===== src/rtl/seq_state_decoder.sv =====
// Observes a 2-bit sequence generator's state stream, recovers the driving input bit,
// checks step legality, locks onto the stream and keeps saturating advance/error counts.
module seq_state_decoder #(
    parameter int unsigned CNT_W    = 8,
    parameter int unsigned LOCK_CNT = 2
) (
    input  logic             clk,
    input  logic             rst,
    input  logic             mode,
    input  logic             in_valid,
    input  logic [1:0]       state_in,
    output logic             x_out,
    output logic             x_valid,
    output logic             locked,
    output logic             err,
    output logic [CNT_W-1:0] adv_cnt,
    output logic [CNT_W-1:0] err_cnt
);

    localparam int unsigned LC_W = (LOCK_CNT < 2) ? 1 : $clog2(LOCK_CNT + 1);
    localparam logic [LC_W-1:0]  LOCK_MAX = LC_W'(LOCK_CNT);
    localparam logic [CNT_W-1:0] CNT_MAX  = {CNT_W{1'b1}};

    typedef enum logic [1:0] {
        S_IDLE   = 2'd0,
        S_ACQ    = 2'd1,
        S_LOCKED = 2'd2
    } state_t;

    state_t           r_state;
    logic [1:0]       r_prev;
    logic             r_mode_q;
    logic [LC_W-1:0]  r_lock_cnt;
    logic             r_x_out;
    logic             r_x_valid;
    logic             r_locked;
    logic             r_err;
    logic [CNT_W-1:0] r_adv_cnt;
    logic [CNT_W-1:0] r_err_cnt;

    logic [1:0]       w_succ;
    logic             w_hold;
    logic             w_adv;
    logic             w_legal;
    logic             w_mode_chg;
    logic [LC_W-1:0]  w_lc_inc;
    logic [CNT_W-1:0] w_adv_next;
    logic [CNT_W-1:0] w_err_next;

    // Expected successor of the previous sample for the selected order.
    always_comb begin
        w_succ = 2'd0;
        case ({mode, r_prev})
            3'b0_00: w_succ = 2'd2;
            3'b0_10: w_succ = 2'd3;
            3'b0_11: w_succ = 2'd1;
            3'b0_01: w_succ = 2'd0;
            3'b1_00: w_succ = 2'd3;
            3'b1_11: w_succ = 2'd2;
            3'b1_10: w_succ = 2'd1;
            3'b1_01: w_succ = 2'd0;
            default: w_succ = 2'd0;
        endcase
    end

    assign w_hold     = (state_in == r_prev);
    assign w_adv      = (state_in == w_succ);
    assign w_legal    = w_hold | w_adv;
    assign w_mode_chg = (mode != r_mode_q) && (r_state != S_IDLE);
    assign w_lc_inc   = r_lock_cnt + LC_W'(1);
    assign w_adv_next = (r_adv_cnt == CNT_MAX) ? r_adv_cnt : r_adv_cnt + CNT_W'(1);
    assign w_err_next = (r_err_cnt == CNT_MAX) ? r_err_cnt : r_err_cnt + CNT_W'(1);

    always_ff @(posedge clk) begin
        if (rst) begin
            r_state    <= S_IDLE;
            r_prev     <= 2'd0;
            r_mode_q   <= mode;
            r_lock_cnt <= '0;
            r_x_out    <= 1'b0;
            r_x_valid  <= 1'b0;
            r_locked   <= 1'b0;
            r_err      <= 1'b0;
            r_adv_cnt  <= '0;
            r_err_cnt  <= '0;
        end else begin
            r_mode_q  <= mode;
            r_x_valid <= 1'b0;
            r_err     <= 1'b0;
            if (w_mode_chg) begin
                // Order changed under us: drop lock and re-acquire, ignoring this sample.
                r_state    <= S_IDLE;
                r_locked   <= 1'b0;
                r_lock_cnt <= '0;
            end else if (in_valid) begin
                r_prev <= state_in;
                case (r_state)
                    S_IDLE: begin
                        r_state    <= S_ACQ;
                        r_lock_cnt <= '0;
                    end
                    S_ACQ: begin
                        if (w_legal) begin
                            r_x_valid  <= 1'b1;
                            r_x_out    <= w_adv;
                            r_lock_cnt <= w_lc_inc;
                            if (w_adv) r_adv_cnt <= w_adv_next;
                            if (w_lc_inc >= LOCK_MAX) begin
                                r_state  <= S_LOCKED;
                                r_locked <= 1'b1;
                            end
                        end else begin
                            r_lock_cnt <= '0;
                        end
                    end
                    S_LOCKED: begin
                        if (w_legal) begin
                            r_x_valid <= 1'b1;
                            r_x_out   <= w_adv;
                            if (w_adv) r_adv_cnt <= w_adv_next;
                        end else begin
                            r_err      <= 1'b1;
                            r_err_cnt  <= w_err_next;
                            r_locked   <= 1'b0;
                            r_state    <= S_ACQ;
                            r_lock_cnt <= '0;
                        end
                    end
                    default: begin
                        r_state    <= S_IDLE;
                        r_locked   <= 1'b0;
                        r_lock_cnt <= '0;
                    end
                endcase
            end
        end
    end

    assign x_out   = r_x_out;
    assign x_valid = r_x_valid;
    assign locked  = r_locked;
    assign err     = r_err;
    assign adv_cnt = r_adv_cnt;
    assign err_cnt = r_err_cnt;

endmodule


===== config.mk =====
export PLATFORM = sky130hd
export DESIGN_NAME = seq_state_decoder
export DESIGN_NICKNAME = d
export VERILOG_FILES = /design/src/rtl/seq_state_decoder.sv
export SDC_FILE = /design/constraint.sdc
export NUM_CORES = 1
export LEC_CHECK = 0
export ABC_AREA = 1
export BUFFER_PORTS_ARGS = -buffer_cell sky130_fd_sc_hd__buf_2
export CORE_UTILIZATION = 59
export CTS_CLUSTER_SIZE = 16
export DETAILED_ROUTE_END_ITERATION = 10
export MAX_ROUTING_LAYER = met4
export PLACE_DENSITY = 0.94
export SLEW_MARGIN = 40
export SYNTH_ARGS = -nofsm -noshare
export SYNTH_HDL_FRONTEND = slang
export SYNTH_SLANG_ARGS = --single-unit

===== constraint.sdc =====
create_clock -name clk -period 3.1 [get_ports clk]
set_input_delay 0.31 -clock clk [delete_from_list [all_inputs] [get_ports clk]]
set_output_delay 0.31 -clock clk [all_outputs]
set_load 0.02 [all_outputs]

==> flow_results.xml <==
<?xml version="1.0" encoding="UTF-8"?>
<metrics>
  <group name="timing">
    <metric name="tightestPinTransition" unit="ns">0.371</metric>
    <metric name="rsz0062_at_grt" unit="">false</metric>
    <metric name="relative_slew_margins" unit="">0.752</metric>
    <metric name="final_hold_violations" unit="">0</metric>
    <metric name="clock-skew-final" unit="ns">0.00142</metric>
    <metric name="period_minus_slack" unit="ns">1.60</metric>
    <metric name="finalMaxSlewViolations" unit="">0</metric>
    <metric name="finalSetupViolations" unit="">0</metric>
    <metric name="finalSetupTns" unit="ns">0</metric>
    <metric name="timing.hold.ws" unit="ns">0.164</metric>
    <metric name="part_of_the_cycle_the_worst_path_needs" unit="">0.516</metric>
    <metric name="max_clock_freq" unit="MHz">625</metric>
  </group>
  <group name="placed_design">
    <metric name="placement.io_buffers" unit="">25</metric>
    <metric name="place.gp.congestion" unit="">0.910</metric>
    <metric name="dp.final_hpwl" unit="µm">2060</metric>
  </group>
  <group name="synthesis">
    <metric name="synth.avg_cell_area" unit="µm²">7.09</metric>
    <metric name="synth-xor-area-share" unit="">0.0638</metric>
    <metric name="synth_top_family_by_area" unit="">simple AND/OR/NAND/NOR gates</metric>
    <metric name="synth_top_cell_by_area" unit="">sky130_fd_sc_hd__dfxtp_1</metric>
    <metric name="synth-seq-cells" unit="">27</metric>
    <metric name="synth.distinct_cells" unit="">26</metric>
    <metric name="post_synth_arst_share" unit="">0</metric>
    <metric name="post_synth_mux_area_share" unit="">0</metric>
    <metric name="synth_simple_gate_area_share" unit="">0.336</metric>
    <metric name="synth_seq_area_share" unit="">0.358</metric>
    <metric name="syn-cell-area" unit="µm²">1510</metric>
    <metric name="yosys.area_share.adder" unit="">0.0497</metric>
    <metric name="ys_dominant_reg_cell" unit="">sky130_fd_sc_hd__dfxtp_1</metric>
    <metric name="synthesized_netlist_net_count" unit="">225</metric>
    <metric name="count_of_flip_flops_with_a_built_in_enable_after_synthesis" unit="">0</metric>
    <metric name="synthesis.instances" unit="">213</metric>
    <metric name="share_of_the_synthesized_area_in_compound_gates_ao_oa_aoi_oai" unit="">0.103</metric>
    <metric name="synth.top_cell.area_share" unit="">0.358</metric>
    <metric name="yosys-top-cells-area" unit="">sky130_fd_sc_hd__dfxtp_1 36%, sky130_fd_sc_hd__nand2_1 13%, sky130_fd_sc_hd__inv_1 6.5%</metric>
    <metric name="yosysWarnings" unit="">0</metric>
  </group>
  <group name="clock_tree">
    <metric name="cts-resized-gates" unit="">0</metric>
    <metric name="clkTransAtPathRegs" unit="ns">0.15</metric>
    <metric name="cts.sinks" unit="">27</metric>
    <metric name="tritoncts" unit="">built</metric>
    <metric name="ctsLongestPathBuffers" unit="">2</metric>
    <metric name="cts.htree.levels" unit="">1</metric>
    <metric name="total_clock_buffers_created_by_cts" unit="">3</metric>
    <metric name="insertion_delay" unit="ns">0.32</metric>
    <metric name="cts_root_buffer" unit="">sky130_fd_sc_hd__clkbuf_4</metric>
    <metric name="holdBufCountCts" unit="">0</metric>
    <metric name="post-cts-setup-buffers" unit="">0</metric>
  </group>
  <group name="floorplanning">
    <metric name="fp.dieArea" unit="µm²">2770</metric>
    <metric name="die-height" unit="µm">52.6</metric>
    <metric name="floorplan.io_pins" unit="">26</metric>
    <metric name="initial_utilization" unit="">0.651</metric>
    <metric name="die_w" unit="µm">52.6</metric>
    <metric name="core_area" unit="µm²">2320</metric>
    <metric name="num_rows" unit="">17</metric>
  </group>
  <group name="grt">
    <metric name="grt_antenna_before_repair" unit="">0</metric>
    <metric name="grt_util_met1" unit="">0.256</metric>
    <metric name="groute.usage.overall" unit="">0.209</metric>
    <metric name="grt_use_met2" unit="">0.350</metric>
    <metric name="grt_most_used_layer" unit="">met2</metric>
    <metric name="grt_first_pass_wirelength" unit="µm">4240</metric>
    <metric name="pin_count_of_the_biggest_net_entering_global_routing" unit="">17</metric>
    <metric name="globalRouteOverflowTotal" unit="">0</metric>
    <metric name="met3_track_demand_over_resource_in_global_routing" unit="">0.0261</metric>
    <metric name="via_count_of_the_first_global_routing_pass" unit="">1080</metric>
  </group>
  <group name="setup_path">
    <metric name="slowest_delay" unit="ns">0.36</metric>
    <metric name="highest_fanout_seen_on_the_critical_path" unit="">11</metric>
    <metric name="crit_path_frequent_cell" unit="">sky130_fd_sc_hd__inv_1</metric>
    <metric name="worst_r2r_endpoint" unit="">adv_cnt[1]</metric>
    <metric name="path_class" unit="">reg2reg</metric>
    <metric name="r2r_start" unit="">r_state[0]</metric>
    <metric name="timing.critical_path.from_type" unit="">flip-flop</metric>
    <metric name="standard_cell_with_the_maximum_stage_delay_on_the_critical_path" unit="">sky130_fd_sc_hd__dfxtp_1</metric>
    <metric name="critical_path.endpoint" unit="">adv_cnt[1]</metric>
    <metric name="critPathLaunch" unit="">r_state[0]</metric>
    <metric name="worstPathCellList" unit="">inv_1 -&gt; ha_1 -&gt; inv_1 -&gt; nand2_2 -&gt; nand4_1 -&gt; nor2_2 -&gt; inv_1 -&gt; nor2_1 -&gt; nor2_1</metric>
    <metric name="minimum_setup_slack_among_reg_to_reg_paths" unit="ns">1.50</metric>
    <metric name="reg2regPathDepth" unit="">9</metric>
    <metric name="cp_data_arrival_time" unit="ns">1.84</metric>
    <metric name="critPathCaptureType" unit="">flip-flop</metric>
    <metric name="worstPathRequired" unit="ns">3.34</metric>
  </group>
  <group name="cells_and_area">
    <metric name="fraction_of_final_layout_cells_with_drive_strength_greater_than_1" unit="">0.213</metric>
    <metric name="antenna_cells_inserted" unit="">0</metric>
    <metric name="design.final.nets" unit="">252</metric>
    <metric name="area.growth.synth_to_final" unit="%">11.4</metric>
    <metric name="mostFrequentLayoutCells" unit="">52 x sky130_fd_sc_hd__nand2_1, 27 x sky130_fd_sc_hd__dfxtp_1, 26 x sky130_fd_sc_hd__inv_1</metric>
    <metric name="most_common_library_cell_in_the_layout_ignoring_fill_and_taps" unit="">sky130_fd_sc_hd__nand2_1</metric>
  </group>
  <group name="routing">
    <metric name="drt_wl_total" unit="µm">2620</metric>
    <metric name="initialDrtViolationCount" unit="">33</metric>
    <metric name="drc_errors" unit="">0</metric>
    <metric name="detailedRoute.firstPassIterationCount" unit="">4</metric>
    <metric name="num_vias" unit="">1329</metric>
    <metric name="detail-route-antenna-nets" unit="">0</metric>
    <metric name="wl_per_cell" unit="µm">9.80</metric>
    <metric name="vias_per_cell" unit="">4.98</metric>
  </group>
  <group name="power_and_ir_drop">
    <metric name="power_density" unit="nW/µm²">359</metric>
    <metric name="sequentialPowerShare" unit="">0.597</metric>
    <metric name="netSwitchingFraction" unit="">0.284</metric>
    <metric name="leakage" unit="µW">0.000827</metric>
    <metric name="power.share.clock" unit="">0.257</metric>
    <metric name="power_frac_comb" unit="">0.146</metric>
    <metric name="total_switching_power" unit="µW">172</metric>
    <metric name="internal_cell_power" unit="µW">433</metric>
    <metric name="ir_drop" unit="µV">215</metric>
  </group>
  <group name="job">
    <metric name="number_of_maximum_capacitance_constraint_violations" unit="">0</metric>
  </group>
  <group name="outcome">
    <metric name="outcome" unit="">completed</metric>
  </group>
  <group name="hold_path">
    <metric name="hold_class" unit="">in2reg</metric>
  </group>
</metrics>
## cell usage after synthesis (2+ instances only)
| master | count |
|---|---|
| sky130_fd_sc_hd__nor3_1 | 4 |
| sky130_fd_sc_hd__ha_1 | 6 |
| sky130_fd_sc_hd__clkbuf_1 | 2 |
| sky130_fd_sc_hd__nand2_4 | 3 |
| sky130_fd_sc_hd__o21ai_0 | 7 |
| sky130_fd_sc_hd__xnor2_1 | 5 |
| sky130_fd_sc_hd__inv_2 | 3 |
| sky130_fd_sc_hd__inv_1 | 26 |
| sky130_fd_sc_hd__xor2_1 | 6 |
| sky130_fd_sc_hd__a21oi_2 | 2 |
| sky130_fd_sc_hd__a21oi_1 | 18 |
| sky130_fd_sc_hd__nand2_1 | 52 |
| sky130_fd_sc_hd__nand3_1 | 12 |
| sky130_fd_sc_hd__nand4_1 | 6 |
| sky130_fd_sc_hd__dfxtp_1 | 27 |
| sky130_fd_sc_hd__nand2_2 | 8 |
| sky130_fd_sc_hd__nor2_2 | 3 |
| sky130_fd_sc_hd__nor2_1 | 15 |
## through the flow
stage	cells	power (µW)	instance area [µm²]	utilization	setup slack, ns
6_report	267	604	1680	0.725	1.50
2_1_floorplan	213	438	1510	-	1.56
3_5_place_dp	263	457	1650	0.712	1.50
3_3_place_gp	263	455	1650	0.712	1.54
4_1_cts	267	615	1680	0.725	1.49
5_1_grt	267	641	1680	0.725	1.35
## critical path, delay by kind of cell (launching register included)
| kind | cells | cell delay (ns) |
|---|---|---|
| fa+ha+maj | 1 | 0.17 |
| flops | 1 | 0.36 |
| simple gates | 5 | 0.67 |
| buf+inv | 3 | 0.32 |
## routing by layer
metal	up-vias	wire length, µm
met4	0	10
li1	729	-
met2	29	1210
met5	-	0
met3	2	97
met1	569	1300
## final cells by class
type | count | area [µm²]
Fill cell | 203 | 637
Clock inverter | 1 | 7.51
Timing Repair Buffer | 25 | 125
Sequential cell | 27 | 541
Clock buffer | 3 | 22.5
Inverter | 30 | 118
Tap cell | 28 | 35.0
Multi-Input combinational cell | 153 | 833
## cell families after synthesis
logic type,Yosys count
simple gates,107
fa+ha+maj,6
compound gates,29
xor+xnor,11
buf+inv,33
flops,27
## power groups by stage
stage | logic, µW | registers, µW | clock network (µW)
detailed placement | 88.4 | 368 | 0
CTS | 88.7 | 361 | 165
global route | 101 | 362 | 179
global placement | 86.9 | 368 | 0
floorplan | 69.0 | 369 | 0
finish | 88.4 | 361 | 155
## flip-flops by register name, indices dropped and copies added, names as in the netlist
name / cells
r_mode_q: 1
adv_cnt: 8
x_valid: 1
r_prev: 2
locked: 1
r_state: 2
err: 1
r_lock_cnt: 2
x_out: 1
err_cnt: 8
## how the worst min path moves through the flow
stage / startpoint / end / cells past startpoint / slack, ns
6_report: mode / r_mode_q / 1 / 0.16
5_1_grt: mode / r_mode_q / 1 / 0.14
4_1_cts: mode / r_mode_q / 1 / 0.15
3_5_place_dp: locked / locked / 2 / 0.46
3_3_place_gp: locked / locked / 2 / 0.45
2_1_floorplan: mode / r_mode_q / 0 / 0.34
Power figures use the tool's default switching activity.
